===== config.mk =====
export PLATFORM = sky130hd
export DESIGN_NAME = fp_mul_arbiter
export DESIGN_NICKNAME = d
export VERILOG_FILES = /design/src/rtl/fp_mul_pkg.sv /design/src/rtl/fp32_mul_core.sv /design/src/rtl/fp_mul_arbiter.sv
export SDC_FILE = /design/constraint.sdc
export NUM_CORES = 2
export LEC_CHECK = 0
export CAP_MARGIN = 20
export CORE_ASPECT_RATIO = 1.25
export CORE_UTILIZATION = 55
export DETAILED_ROUTE_END_ITERATION = 8
export MAX_ROUTING_LAYER = met4
export PLACE_DENSITY = 0.76
export SLEW_MARGIN = 25
export SYNTH_ARGS = -nofsm -noshare
export SYNTH_HDL_FRONTEND = slang
export SYNTH_SLANG_ARGS = --single-unit

===== constraint.sdc =====
create_clock -name clk -period 18.4 [get_ports clk]
set_clock_uncertainty 0.05 [all_clocks]
set_input_delay 3.68 -clock clk [delete_from_list [all_inputs] [get_ports clk]]
set_output_delay 3.68 -clock clk [all_outputs]
set_load 0.005 [all_outputs]

===== src/rtl/fp_mul_pkg.sv =====
// fp_mul_pkg: shared constants and types for the fp32 multiplier arbiter.
//   FP32 field widths and bias, default requester count, the canonical quiet NaN,
//   and the result record carried from the multiplier core into the response register.
package fp_mul_pkg;

  localparam int FP32_W      = 32;
  localparam int FP32_EXP_W  = 8;
  localparam int FP32_MAN_W  = 23;
  localparam int FP32_BIAS   = 127;
  localparam int DEF_NUM_REQ = 4;

  localparam logic [FP32_W-1:0] FP32_QNAN = 32'h7FC0_0000;

  // One multiplier result: product plus its exception flags.
  typedef struct packed {
    logic [FP32_W-1:0] data;
    logic              uflow;
    logic              oflow;
  } fp32_res_t;

endpackage


===== src/rtl/fp32_mul_core.sv =====
// fp32_mul_core: single-cycle (combinational) IEEE-754 binary32 multiplier.
//   Round-to-nearest-even. Subnormal inputs are treated as zero and results below
//   the normal range flush to signed zero with uflow set. Results above the normal
//   range saturate to signed infinity with oflow set. NaN or inf*0 gives quiet NaN.
// Ports:
//   a, b  in  FP32_W    operands
//   res   out fp32_res_t product with uflow/oflow flags
module fp32_mul_core
  import fp_mul_pkg::*;
(
  input  logic [FP32_W-1:0] a,
  input  logic [FP32_W-1:0] b,
  output fp32_res_t         res
);

  logic                  sign;
  logic [FP32_EXP_W-1:0] ea, eb;
  logic                  a_zero, b_zero, a_inf, b_inf, a_nan, b_nan;
  logic [47:0]           prod;
  logic [FP32_MAN_W-1:0] man;
  logic                  guard, sticky, round_up;
  logic [FP32_MAN_W:0]   man_rnd;
  logic signed [10:0]    exp_r;

  // NOTE: every variable assigned in this block is written on every path before
  // use, so no latch can be inferred; res gets its default first for the same reason.
  always_comb begin
    res      = '0;
    sign     = a[31] ^ b[31];
    ea       = a[30:23];
    eb       = b[30:23];
    a_zero   = (ea == '0);
    b_zero   = (eb == '0);
    a_inf    = (ea == '1) && (a[22:0] == '0);
    b_inf    = (eb == '1) && (b[22:0] == '0);
    a_nan    = (ea == '1) && (a[22:0] != '0);
    b_nan    = (eb == '1) && (b[22:0] != '0);

    prod     = 48'({1'b1, a[22:0]}) * 48'({1'b1, b[22:0]});
    // Product of two 1.x mantissas lies in [1,4): bit 47 selects the normalising shift.
    man      = prod[47] ? prod[46:24] : prod[45:23];
    guard    = prod[47] ? prod[23]    : prod[22];
    sticky   = prod[47] ? (|prod[22:0]) : (|prod[21:0]);
    round_up = guard & (sticky | man[0]);
    man_rnd  = {1'b0, man} + {{FP32_MAN_W{1'b0}}, round_up};

    exp_r    = 11'(ea) + 11'(eb) - 11'(FP32_BIAS) + 11'(prod[47]) + 11'(man_rnd[FP32_MAN_W]);

    if (a_nan || b_nan || (a_inf && b_zero) || (b_inf && a_zero)) begin
      res.data = FP32_QNAN;
    end else if (a_inf || b_inf) begin
      res.data = {sign, 8'hFF, 23'd0};
    end else if (a_zero || b_zero) begin
      res.data = {sign, 31'd0};
    end else if (exp_r >= 11'sd255) begin
      res.data  = {sign, 8'hFF, 23'd0};
      res.oflow = 1'b1;
    end else if (exp_r <= 11'sd0) begin
      res.data  = {sign, 31'd0};
      res.uflow = 1'b1;
    end else begin
      // A rounding carry leaves man_rnd[22:0] at zero, which is the correct mantissa.
      res.data = {sign, exp_r[7:0], man_rnd[FP32_MAN_W-1:0]};
    end
  end

endmodule


===== src/rtl/fp_mul_arbiter.sv =====
// fp_mul_arbiter: shares one fp32_mul_core between NUM_REQ requesters.
//   Round-robin arbitration into a 2-stage pipeline (operand register -> result
//   register) with valid/ready on both sides; each result carries its requester ID.
// Ports:
//   clk, rst_n            clock, async active-low reset
//   req_valid/req_ready   per-requester handshake (at most one ready bit high)
//   req_a, req_b          packed operands, requester i at [32*i +: 32]
//   rsp_valid/rsp_ready   result handshake
//   rsp_id, rsp_data      requester index and fp32 product
//   rsp_uflow, rsp_oflow  core flags for this result
//   busy                  any operation in flight
//   op_count              results accepted downstream, wraps
module fp_mul_arbiter
  import fp_mul_pkg::*;
#(
  parameter int NUM_REQ = DEF_NUM_REQ,
  parameter int ID_W    = $clog2(NUM_REQ),
  parameter int CNT_W   = 32
) (
  input  logic                       clk,
  input  logic                       rst_n,
  input  logic [NUM_REQ-1:0]         req_valid,
  output logic [NUM_REQ-1:0]         req_ready,
  input  logic [NUM_REQ*FP32_W-1:0]  req_a,
  input  logic [NUM_REQ*FP32_W-1:0]  req_b,
  output logic                       rsp_valid,
  input  logic                       rsp_ready,
  output logic [ID_W-1:0]            rsp_id,
  output logic [FP32_W-1:0]          rsp_data,
  output logic                       rsp_uflow,
  output logic                       rsp_oflow,
  output logic                       busy,
  output logic [CNT_W-1:0]           op_count
);

  // Returns {found, index}: first set bit of valid scanning ptr, ptr+1, ... mod NUM_REQ.
  // Scanning from the far end lets the closest candidate overwrite the others.
  function automatic logic [ID_W:0] rr_pick(input logic [NUM_REQ-1:0] valid,
                                            input logic [ID_W-1:0]    ptr);
    logic [ID_W:0]   pick;
    logic [ID_W-1:0] idx;
    pick = '0;
    for (int k = NUM_REQ - 1; k >= 0; k--) begin
      idx = ID_W'((int'(ptr) + k) % NUM_REQ);
      if (valid[idx]) pick = {1'b1, idx};
    end
    return pick;
  endfunction

  logic                s1_valid, s2_valid;
  logic [FP32_W-1:0]   s1_a, s1_b;
  logic [ID_W-1:0]     s1_id;
  logic [ID_W-1:0]     rr_ptr;
  fp32_res_t           core_res, rsp_q;
  logic [ID_W-1:0]     rsp_id_q;

  logic [ID_W:0]       pick;
  logic                grant_any;
  logic [ID_W-1:0]     grant_idx;
  logic                adv1, adv2, accept, handshake;

  assign adv2      = ~s2_valid | rsp_ready;
  assign adv1      = s1_valid & adv2;
  assign accept    = ~s1_valid | adv2;

  assign pick      = rr_pick(req_valid, rr_ptr);
  assign grant_any = pick[ID_W];
  assign grant_idx = pick[ID_W-1:0];

  // rst_n gates the combinational ready so nothing looks accepted while held in reset.
  assign req_ready = (grant_any & accept & rst_n) ? (NUM_REQ'(1) << grant_idx) : '0;
  assign handshake = |(req_valid & req_ready);

  // NOTE: sequential state uses non-blocking assignments so every register samples
  // the pre-edge values of the others (s1 can be reloaded while stage 2 reads it).
  always_ff @(posedge clk or negedge rst_n) begin
    if (!rst_n) begin
      s1_valid <= 1'b0;
      rr_ptr   <= '0;
    end else if (handshake) begin
      s1_valid <= 1'b1;
      rr_ptr   <= (grant_idx == ID_W'(NUM_REQ - 1)) ? '0 : grant_idx + 1'b1;
    end else if (adv1) begin
      s1_valid <= 1'b0;
    end
  end

  // NOTE: operand registers carry no reset: they are only observed behind s1_valid,
  // so clearing them would cost reset routing without changing behaviour.
  always_ff @(posedge clk) begin
    if (handshake) begin
      s1_a  <= req_a[FP32_W*grant_idx +: FP32_W];
      s1_b  <= req_b[FP32_W*grant_idx +: FP32_W];
      s1_id <= grant_idx;
    end
  end

  fp32_mul_core u_core (
    .a   (s1_a),
    .b   (s1_b),
    .res (core_res)
  );

  always_ff @(posedge clk or negedge rst_n) begin
    if (!rst_n) begin
      s2_valid <= 1'b0;
      rsp_q    <= '0;
      rsp_id_q <= '0;
    end else if (adv1) begin
      s2_valid <= 1'b1;
      rsp_q    <= core_res;
      rsp_id_q <= s1_id;
    end else if (rsp_ready) begin
      s2_valid <= 1'b0;
    end
  end

  always_ff @(posedge clk or negedge rst_n) begin
    if (!rst_n) begin
      op_count <= '0;
    end else if (s2_valid & rsp_ready) begin
      op_count <= op_count + 1'b1;
    end
  end

  assign rsp_valid = s2_valid;
  assign rsp_id    = rsp_id_q;
  assign rsp_data  = rsp_q.data;
  assign rsp_uflow = rsp_q.uflow;
  assign rsp_oflow = rsp_q.oflow;
  assign busy      = s1_valid | s2_valid;

endmodule


==> flow_summary.ini <==
[worst_setup_path]
cp.required_ps = 18670
worst_path_most_repeated_cell = fa_1
cpPeakStageDelay_ps = 860
cp_max_fo = 30
critPathCaptureType = flop
crit_start = s1_b[0]
path_class = reg2reg
r2r_setup_slack_ps = 5590
critPathLaunchType = flop
timing.rr.start = s1_b[0]
slowest_stage = edfxtp_1
arrival_ps = 13080

[synthesis]
ys_types = 94
synthMuxAreaShare_pct = 0.4038
synth_area_per_cell_sq_um = 8.573
synthAdderAreaFrac_pct = 42.88
synthCells = 3289
synth_edf_count = 66
seq_area_frac_synth_pct = 13.42
synth_seq_cells = 138
synth_flop_cell = dfrtp_1
yosys_warnings = 0
async_flop_share_pct = 52.17
synth_compound_area_share_pct = 8.684
synth-xor-area-share_pct = 2.929
synth_top_family_by_area = adder cells
netlist_area_sq_um = 28200
synthTopCellsByArea = fa_1 34%, ha_1 8.5%, nand2_1 8.4%
synthSimpleGateAreaFrac_pct = 21.28
synth.net_count = 4228
yosysTopAreaCell = fa_1
synth_top_area_share_pct = 34.36

[route]
dr_wl_met2_um = 46540
vias_per_cell = 5.828
route.met3.wl_um = 6747
vias = 24450
wl_met1_um = 33260
top_layer_used = met4
finalWirelength_um = 93820
dr.pass1.iters = 7
drtIter0Drc = 1937
postRouteAntennaNets = 0
routedWlPerCell_um = 22.36
drcViolationCount = 0

[cells_and_area]
n_antenna_cell = 0
final_layout_size_suffix_gt1_share_pct = 3.562
layout.nets = 4463
mostFrequentLayoutCells = 630 x nand2_1, 600 x inv_1, 484 x fa_1, 335 x clkdlybuf4s50_1, 251 x and2_1
multi_input_area_sq_um = 21520
final_common_cell = nand2_1
syn_to_final_growth_pct = 16.52
fill_cells = 4267
regArea_sq_um = 3784

[die]
core_sq_um = 50530
dieArea_sq_um = 52180
dieWidth_um = 204.5
rows = 92
die_y_um = 255.2
ios = 337
start_util_pct = 55.80

[timing]
fin_hold_ws_ps = 394.6
report.final.slew_viol_count = 0
worst_pin_slew_ps = 1196
hold_viol_final = 0
relSlewSlack_pct = 20.25
finalSetupViolations = 0
rsz0062_at_grt = false
setup_tns_ps = 0
fmax_mhz = 78.09
period_share_pct = 69.60
min_period_ps = 12810

[placement]
place_hpwl_um = 73350
finalWeightedCongestion = 0.9952
port_buffers = 336

[clock_tree]
cts_buffer_depth = 2
cts_buffers = 17
clk_pin_slew_ps = 70
cts_tree = yes
cts_setup_buffers = 0
clk_latency_ps = 440
cts_hold_buffers = 0
clock_tree.root_cell = clkbuf_16
cts_resized = 0
ctsHtreeMaxLevel = 4
cts.sinks = 138

[global_routing]
globalRouteTotalUtil_pct = 38.66
grt-ovfl-total = 0
grt_first_pass_wirelength_um = 146600
antenna_found_initial = 1
first_global_vias = 26580
grt_max_degree = 93

[run]
cap_violations = 0

[hold_path]
hp-start = s1_id[0]
min_path_type = reg2reg

[outcome]
status = finished clean
sequential cells by signal, indices dropped and copies added (netlist names):
signal	count
rsp_data	32
s1_b	32
s1_valid	1
rr_ptr	2
rsp_id	2
s1_id	2
rsp_oflow	1
op_count	32
s1_a	32
rsp_uflow	1
rsp_valid	1
cell type report:
cell class	count	area share [%]
multi-input cells	2379	65.49
flip-flops and latches	138	11.52
inverters	605	6.919
repair buffers	383	11.65
well taps	658	2.506
clock inverters	13	0.5446
clock buffers	19	1.382
per-layer routing:
metal  up-vias  global-route usage, %
li1      10750                      -
met1     12140                  42.50
met2      1220                  64.81
met3       342                  5.666
met4         0                  26.61
met5         -                      -
critical path: cells and delay by family (launching register included):
family / cells / cell delay, ps
fa+ha+maj: 10 / 4940
simple gates: 12 / 3230
flops: 1 / 860
buf+inv: 9 / 1680
compound gates: 7 / 1730
xor+xnor: 1 / 140
final timing paths:
check | endpoint | cells past startpoint
max | rsp_data[18] | 39
min | rsp_id[0] | 2
max reg2reg | rsp_data[18] | 39
min reg2reg | rsp_id[0] | 2
max in group asynchronous | rsp_data[0] | 2
min in group asynchronous | op_count[14] | 1
synth_stat cells (all sizes together) (56+ instances only):
| library cell | n |
|---|---|
| a21oi | 85 |
| a31oi | 77 |
| and2 | 252 |
| and3 | 78 |
| clkbuf | 146 |
| dfrtp | 72 |
| edfxtp | 66 |
| fa | 484 |
| ha | 192 |
| inv | 602 |
| nand2 | 631 |
| nor2 | 102 |
| o21ai | 63 |
| xnor2 | 56 |
cell families after synthesis:
logic type,count (synthesis)
and+or+nand+nor,1241
buffers and inverters,772
adders and majority gates,676
muxes,11
DFF,138
xor gates and xnor gates,90
AOI/OAI and AO/OA,361
through the flow:
stage / setup WS, ps / area [sq um] / instances / utilization, %
floorplan: 8242 / 28200 / 3289 / -
global placement: 5998 / 32040 / 4153 / 63.40
detailed placement: 5815 / 32110 / 4156 / 63.53
CTS: 5718 / 32740 / 4188 / 64.79
global route: 4652 / 32860 / 4195 / 65.02
finish: 5594 / 32860 / 4195 / 65.02
Power is left out: the tool's default activity adds up to more than one toggle a clock period on the data nets, which glitch-free logic cannot reach.
